===== src/rtl/display_source_arbiter.sv =====
// display_source_arbiter: fixed-priority selection of one BCD counter source
// with a minimum dwell time, registered digit latch and time-multiplexed
// digit scan for a shared 7-segment decoder.
module display_source_arbiter #(
   parameter int unsigned N_SRC       = 4,
   parameter int unsigned DIGITS      = 3,
   parameter int unsigned HOLD_CYCLES = 1000,
   parameter int unsigned SCAN_DIV    = 50000,
   localparam int unsigned SW         = (N_SRC > 1) ? $clog2(N_SRC) : 1
) (
   input  logic                      clk,
   input  logic                      reset,
   input  logic [N_SRC-1:0]          req,
   input  logic [N_SRC*DIGITS*4-1:0] src_data,
   output logic [SW-1:0]             sel_src,
   output logic                      valid,
   output logic [DIGITS*4-1:0]       sel_digits,
   output logic [DIGITS-1:0]         scan_en,
   output logic [3:0]                scan_digit,
   output logic                      multi_req,
   output logic                      bcd_err
);

   localparam int unsigned DW = (DIGITS > 1)      ? $clog2(DIGITS)      : 1;
   localparam int unsigned CW = (SCAN_DIV > 1)    ? $clog2(SCAN_DIV)    : 1;
   localparam int unsigned HW = (HOLD_CYCLES > 1) ? $clog2(HOLD_CYCLES) : 1;
   localparam int unsigned SLICE_W = DIGITS * 4;

   localparam logic [HW-1:0] HOLD_RELOAD = HW'(HOLD_CYCLES - 1);
   localparam logic [CW-1:0] SCAN_LAST   = CW'(SCAN_DIV - 1);
   localparam logic [DW-1:0] DIG_LAST    = DW'(DIGITS - 1);

   typedef enum logic [0:0] {
      ST_IDLE   = 1'b0,
      ST_LOCKED = 1'b1
   } state_t;

   state_t               state_q, state_d;
   logic [SW-1:0]        src_q, src_d;
   logic [HW-1:0]        hold_q, hold_d;
   logic                 valid_q, valid_d;
   logic [SLICE_W-1:0]   digits_q, digits_d;
   logic                 bcd_err_q, bcd_err_d;
   logic                 multi_q, multi_d;
   logic [CW-1:0]        scan_cnt_q, scan_cnt_d;
   logic [DW-1:0]        dig_q, dig_d;
   logic [DIGITS-1:0]    scan_en_q, scan_en_d;
   logic [3:0]           scan_digit_q, scan_digit_d;

   logic [SW-1:0]        winner;
   logic                 any_req;
   logic [SLICE_W-1:0]   live;
   logic [3:0]           nib;

   // Priority encoder: lowest requesting index wins.
   always_comb begin
      winner  = '0;
      any_req = 1'b0;
      for (int i = int'(N_SRC) - 1; i >= 0; i--) begin
         if (req[i]) begin
            winner  = SW'(i);
            any_req = 1'b1;
         end
      end
   end

   // Arbitration FSM: lock, dwell countdown, release and preemption.
   always_comb begin
      state_d = state_q;
      src_d   = src_q;
      hold_d  = hold_q;
      multi_d = ($countones(req) > 1);
      case (state_q)
         ST_IDLE: begin
            if (any_req) begin
               state_d = ST_LOCKED;
               src_d   = winner;
               hold_d  = HOLD_RELOAD;
            end
         end
         ST_LOCKED: begin
            if (!req[src_q]) begin
               // Own request dropped: dwell is abandoned.
               if (any_req) begin
                  src_d  = winner;
                  hold_d = HOLD_RELOAD;
               end else begin
                  state_d = ST_IDLE;
                  src_d   = '0;
                  hold_d  = '0;
               end
            end else if ((hold_q == '0) && (winner < src_q)) begin
               src_d  = winner;
               hold_d = HOLD_RELOAD;
            end else if (hold_q != '0) begin
               hold_d = hold_q - HW'(1);
            end
         end
         default: begin
            state_d = ST_IDLE;
            src_d   = '0;
            hold_d  = '0;
         end
      endcase
      valid_d = (state_d == ST_LOCKED);
   end

   // Digit latch: follow the selected source live, blanking non-BCD nibbles.
   always_comb begin
      live      = '0;
      nib       = 4'h0;
      digits_d  = '1;
      bcd_err_d = 1'b0;
      for (int k = 0; k < int'(N_SRC); k++) begin
         if (src_d == SW'(k)) begin
            live = src_data[k*SLICE_W +: SLICE_W];
         end
      end
      if (state_d == ST_LOCKED) begin
         for (int d = 0; d < int'(DIGITS); d++) begin
            nib = live[d*4 +: 4];
            if (nib > 4'd9) begin
               digits_d[d*4 +: 4] = 4'hF;
               bcd_err_d          = 1'b1;
            end else begin
               digits_d[d*4 +: 4] = nib;
            end
         end
      end
   end

   // Scan timing and digit drive; the divider free-runs even when idle.
   always_comb begin
      scan_cnt_d   = scan_cnt_q + CW'(1);
      dig_d        = dig_q;
      scan_en_d    = '0;
      scan_digit_d = 4'hF;
      if (scan_cnt_q == SCAN_LAST) begin
         scan_cnt_d = '0;
         dig_d      = (dig_q == DIG_LAST) ? '0 : dig_q + DW'(1);
      end
      if (valid_q) begin
         scan_en_d[dig_q] = 1'b1;
         scan_digit_d     = digits_q[int'(dig_q)*4 +: 4];
      end
   end

   // State and output registers with synchronous reset.
   always_ff @(posedge clk) begin
      if (reset) begin
         state_q      <= ST_IDLE;
         src_q        <= '0;
         hold_q       <= '0;
         valid_q      <= 1'b0;
         digits_q     <= '1;
         bcd_err_q    <= 1'b0;
         multi_q      <= 1'b0;
         scan_cnt_q   <= '0;
         dig_q        <= '0;
         scan_en_q    <= '0;
         scan_digit_q <= 4'hF;
      end else begin
         state_q      <= state_d;
         src_q        <= src_d;
         hold_q       <= hold_d;
         valid_q      <= valid_d;
         digits_q     <= digits_d;
         bcd_err_q    <= bcd_err_d;
         multi_q      <= multi_d;
         scan_cnt_q   <= scan_cnt_d;
         dig_q        <= dig_d;
         scan_en_q    <= scan_en_d;
         scan_digit_q <= scan_digit_d;
      end
   end

   assign sel_src    = src_q;
   assign valid      = valid_q;
   assign sel_digits = digits_q;
   assign scan_en    = scan_en_q;
   assign scan_digit = scan_digit_q;
   assign multi_req  = multi_q;
   assign bcd_err    = bcd_err_q;

endmodule

===== config.mk =====
export PLATFORM = sky130hd
export DESIGN_NAME = display_source_arbiter
export DESIGN_NICKNAME = d
export VERILOG_FILES = /design/src/rtl/display_source_arbiter.sv
export SDC_FILE = /design/constraint.sdc
export NUM_CORES = 1
export LEC_CHECK = 0
export BUFFER_PORTS_ARGS = -buffer_cell sky130_fd_sc_hd__buf_2
export CAP_MARGIN = 30
export CORE_UTILIZATION = 56
export DETAILED_ROUTE_END_ITERATION = 7
export PLACE_DENSITY = 0.85
export SYNTH_ARGS = -nofsm -noshare
export SYNTH_HDL_FRONTEND = slang
export SYNTH_SLANG_ARGS = --single-unit

===== constraint.sdc =====
create_clock -name clk -period 6.8 [get_ports clk]
set_input_delay 0 -clock clk [delete_from_list [all_inputs] [get_ports clk]]
set_output_delay 0 -clock clk [all_outputs]
set_load 0.005 [all_outputs]

== Word level (Yosys, flattened, before mapping) ==
Index checks and enable logic that the tools add are counted.
Word-level totals
  input bits: 54
  word-level logic and storage cells: 82
  flip-flop bits (word level): 52
Operators by class
  add/sub/neg operators: 6
  shift operators: 1
  equal/unequal tests: 7
  $lt $le $gt $ge: 8
  reduce and logical (&&, ||, !) cells: 12
  muxes and demuxes: 34
  bitwise operators: 2
Operator list (number)
  10-bit 2-to-1 mux: 5
  12-bit 2-to-1 mux: 4
  10-bit case mux with 2 select lines: 1
  2-bit 2-to-1 mux: 9
  16-bit by 1-bit adder with 16-bit output, second input constant: 1
  16-bit equality test, second input constant: 1
  4-bit > comparator, second input constant: 3
  12-bit by 5-bit indexed part select with 4-bit output: 1
  1-bit 2-to-1 mux: 11
  10-bit zero test: 1
  10-bit nonzero test: 1
  10-bit by 1-bit subtractor with 10-bit output, second input constant: 1
  3-bit OR reduction: 3
  2-bit equality test, second input constant: 3
  2-bit by 3-bit < comparator with 1-bit output, second input constant: 2
  2-bit OR reduction: 3
  1-bit by 1-bit adder with 2-bit output: 2
  4-bit by 2-bit inequality test with 1-bit output, second input constant: 1
  2-bit case mux with 2 select lines: 1
  2-bit by 2-bit adder with 3-bit output: 1
  3-bit by 1-bit > comparator with 1-bit output, second input constant: 1
  2-bit by 1-bit adder with 2-bit output, second input constant: 1
  1-bit binary-select mux with 2-bit select: 1
  1-bit demux with 2-bit select: 1
  9 further kinds: 11

== Depth between registers and ports, before layout ==
  depth after elaboration: 18
  gate-level depth with buffers: 12
  mapped depth without buffers: 10

== Worst setup path before layout ==
OpenSTA, ideal clock, no wires.
  kind: flip-flop to flip-flop
  from: register src_q[1] (netlist: sel_src[1])
  to: register bcd_err_q (netlist: bcd_err)
  buffers on the path: 1
  arrival time: 2.259 ns
  period minus slack after synthesis: 2.390 ns
  stages on the path, launching flop included: 11
  library setup time: 0.132 ns
  path slack: 4.410 ns
  data required time: 6.668 ns
  path through: dfxtp_1 -> inv_1 -> ha_1 -> a21oi_1 -> and3_1 -> buf_6 -> o31ai_4 -> nor2_2 -> mux2_2 -> o221ai_2 -> a31oi_1
Between the ends
  cells in the longest elaborated chain, start to end: 14
Ends and longest elaborated chain
  start, declared: RTL line 39  | logic [SW-1:0] src_q, src_d;
  start signal, assigned: RTL line 164  | src_q <= src_d;
  2-bit < comparator: RTL line 92  | end else if ((hold_q == '0) && (winner < src_q)) begin
  1-bit logical AND: RTL line 92
  2-bit 2-to-1 mux: RTL line 92
  2-bit 2-to-1 mux: RTL line 82  | if (!req[src_q]) begin
  2-bit case mux with 2 select lines: RTL line 73  | case (state_q)
  2-bit zero test: RTL line 115  | if (src_d == SW'(k)) begin
  12-bit 2-to-1 mux (4 in a row): RTL line 115
  4-bit > comparator: RTL line 122  | if (nib > 4'd9) begin
  1-bit 2-to-1 mux (3 in a row): RTL line 122
  end signal, assigned: RTL line 168  | bcd_err_q <= bcd_err_d;
  end, declared: RTL line 43  | logic bcd_err_q, bcd_err_d;
Several ways; a longest one is shown, not always the timed one. The select of a mux whose other input is x is not followed.
A chain may end at the register's enable or synchronous reset.

== Final worst setup path ==
  from: input req[2]
  to: register bcd_err_q (netlist: bcd_err)
Between the ends
  cells in the longest elaborated chain, start to end: 17
Ends and longest elaborated chain
  start, declared: RTL line 13  | input logic [N_SRC-1:0] req,
  2-bit 2-to-1 mux (3 in a row): RTL line 60  | if (req[i]) begin
  2-bit < comparator: RTL line 92
  1-bit logical AND: RTL line 92
  2-bit 2-to-1 mux: RTL line 92
  2-bit 2-to-1 mux: RTL line 82
  2-bit case mux with 2 select lines: RTL line 73
  2-bit zero test: RTL line 115
  12-bit 2-to-1 mux (4 in a row): RTL line 115
  4-bit > comparator: RTL line 122
  1-bit 2-to-1 mux (3 in a row): RTL line 122
Several ways; a longest one is shown, not always the timed one. The select of a mux whose other input is x is not followed.

==> qor.txt <==
Status = complete, no violations
DRT Wirelength = 6580 um
GP Congestion = 0.891
LEAKAGE = 1.41 nW
CTS Buf Count = 5
DRC errors left = 0
Yosys reg bits = 52
Layout area overhead = 18.1%
Critical path type = in2reg
Power, Total = 0.661 mW
Buffers on Ports = 77
Final Hold Viols = 0
Setup Buffers After CTS = 0
Number of global-route vias before repair = 2487
Critical path endpoint = bcd_err
Worst Skew = 0.0118 ns
Worst-Margin Slew = 0.653 ns
Die X = 73.0 um
Period minus WS final = 3.31 ns
Post-synth ARST share = 0%
Share of layout cells above drive strength 1 = 29.6%
RSZ-0062 raised after global routing = no
Final setup violation count = 0
Fmax = 0.302 GHz
DPL Wire Length = 5000 um
CTS clock-pin slew for the worst setup and hold paths = 0.11 ns
Critical path launch point type = input port
Synth area leaders = dfxtp_1 (37%), nor2_1 (5.5%), mux2i_1 (5.0%)
CTS tree = built
Worst Reg-to-Reg Cells = 9
Cell area after layout = 0.00333 mm2
Worst skew pair latency = 0.32 ns
Routed wire per std cell = 14.5 um
Core Area = 0.00479 mm2
Post-route clock period utilization = 48.6%
WP data required = 7.00 ns
Synth Flop Type = dfxtp_1
Seq/Total Area, Yosys = 36.9%
Clock Path Buffers = 2
Initial antenna violation count = 0
CP Capture Type = flop
Path type of the worst min-delay path = in2reg
Die span in y = 73.0 um
Hold Slack = 0.0347 ns
R2r startpoint = sel_src[1]
Synthesis Warnings = 0
PwrDens = 199 mW/mm2
R2r endpoint = bcd_err
Placed cells = 446
Mapped Area = 0.00282 mm2
Layout Nets = 446
Global Route Usage Sum = 26.1%
Crit path buffers/inverters = 2
Worst Setup Slack, final = 3.49 ns
Synth cell count leaders = dfxtp_1 (52), nor2_1 (41), nand2_1 (20), o21ai_0 (19), nand3_1 (17)
Yosys top cell area share = 36.9%
Area of placed instances = 0.00322 mm2
Final Slew Violations = 0
Yosys top cell by area = dfxtp_1
Mapped Nets = 372
Die area = 0.00533 mm2
Via density = 5.69
Crit path launch = req[2]
Antenna viol nets, final = 0
Reg2reg setup slack = 3.79 ns
# rows = 25
N_diodes = 0
Max-slew headroom = 56.3%
Highest ir drop seen on vdd = 112 uV
Layout Utilization = 69.6%
Dpl ws = 3.77 ns
Synthesized instance count = 313
Delay-heaviest family, CP = simple AND/OR/NAND/NOR gates
Post-synth EDFFs = 0
Netlist cell types = 58
Critical Path, Cell by Cell = dlygate4sd3_1 -> buf_2 -> nor2_1 -> nor3_1 -> ha_1 -> a21oi_1 -> and3_1 -> o21ai_2 -> nand2_2 -> mux2_2 -> o221ai_2 -> a31oi_1
Post-Syn Area per Cell = 9.01 um2
Pin count of the biggest net entering global routing = 20
Max incr delay on CP = 0.52 ns
Clock Sink Count = 52
# IOs = 78
Via count = 2587
Max-cap violations = 0
Slowest-stage cell, CP = dlygate4sd3_1
Iteration-0 DRC Markers = 143
Initial Util = 59.0%
First-pass DRT Iterations = 4
Levels on crit path = 12
Total gr overflow = 0
Root buffer cell = clkbuf_8
H-tree depth = 2
CP max FO = 14
Crit path DAT = 3.50 ns
First-pass GRT wire length = 10800 um
Fin cells = 455
Setup TNS = 0 ns
Most common cell in the netlist = dfxtp_1
## report_power, final
group          internal [mW]  switching, mW  leakage, nW
logic                 0.0607         0.0738        0.928
clock network         0.0779          0.113       0.0511
registers              0.322         0.0139        0.427
## timing repair
item                                   4_1_cts  5_1_grt
hold buffers                                 1        0
gates resized for setup                      0        0
endpoints found under the hold margin        1        0
## layer usage
| layer | share of wire, % | wire length [um] | track usage [%] |
|---|---|---|---|
| met5 | 0 | 0 | 0 |
| met4 | 2.6 | 168 | 12.0 |
| met3 | 5.3 | 347 | 5.66 |
| met2 | 51 | 3360 | 46.6 |
| met1 | 41 | 2710 | 29.6 |
## layout make-up
class,instances,area (um2)
multi-input combinational,237,1670
fill,381,1450
sequential,52,1040
timing repair buffer,78,395
tap,67,83.8
clock buffer,5,68.8
inverter,13,48.8
clock inverter,3,28.8
## sequential cells by signal, indices dropped and copies added, names as in the netlist
name / flops
dig_q: 2
multi_req: 1
scan_digit: 4
sel_digits: 12
hold_q: 10
bcd_err: 1
scan_en: 3
valid: 1
sel_src: 2
scan_cnt_q: 16
## worst min path at each step
| stage | startpoint | endpoint | slack [ns] | cells after the start |
|---|---|---|---|---|
| finish | reset | sel_src[1] | 0.03 | 2 |
| floorplan | req[2] | multi_req | 0.15 | 2 |
| detailed placement | req[2] | multi_req | 0.31 | 3 |
| global placement | req[2] | multi_req | 0.30 | 3 |
| global route | reset | sel_src[1] | 0.04 | 2 |
| CTS | reset | sel_src[1] | 0.02 | 2 |
## placed cells by master, fill, tap and decap left out, drive strengths merged, types with 3 or more instances in the layout
| cell | n |
|---|---|
| xor2 | 11 |
| xnor2 | 5 |
| nor3 | 6 |
| o21ai | 24 |
| mux2 | 7 |
| ha | 4 |
| nand4 | 4 |
| nand2 | 21 |
| inv | 15 |
| and3 | 5 |
| a32oi | 12 |
| o221ai | 3 |
| nand3b | 4 |
| dfxtp | 52 |
| mux2i | 14 |
| nand2b | 5 |
| nand3 | 19 |
| a311oi | 3 |
| nor2 | 43 |
| o211ai | 3 |
| a21oi | 11 |
| clkbuf | 5 |
| o21a | 3 |
| buf | 77 |
| a211oi | 3 |
## cells by family (layout without fill, tap and decap cells)
group	Yosys count	count (layout)	synth area share [%]
XOR/XNOR	16	16	4.97
flip-flops	52	52	36.9
multiplexers	21	21	7.76
adder cells (fa/ha/maj)	5	5	2.48
buffers and inverters	24	99	4.08
AND/OR/NAND/NOR	122	122	22.3
AO/OA/AOI/OAI	73	73	21.6
(Power assumes the default switching activity.)
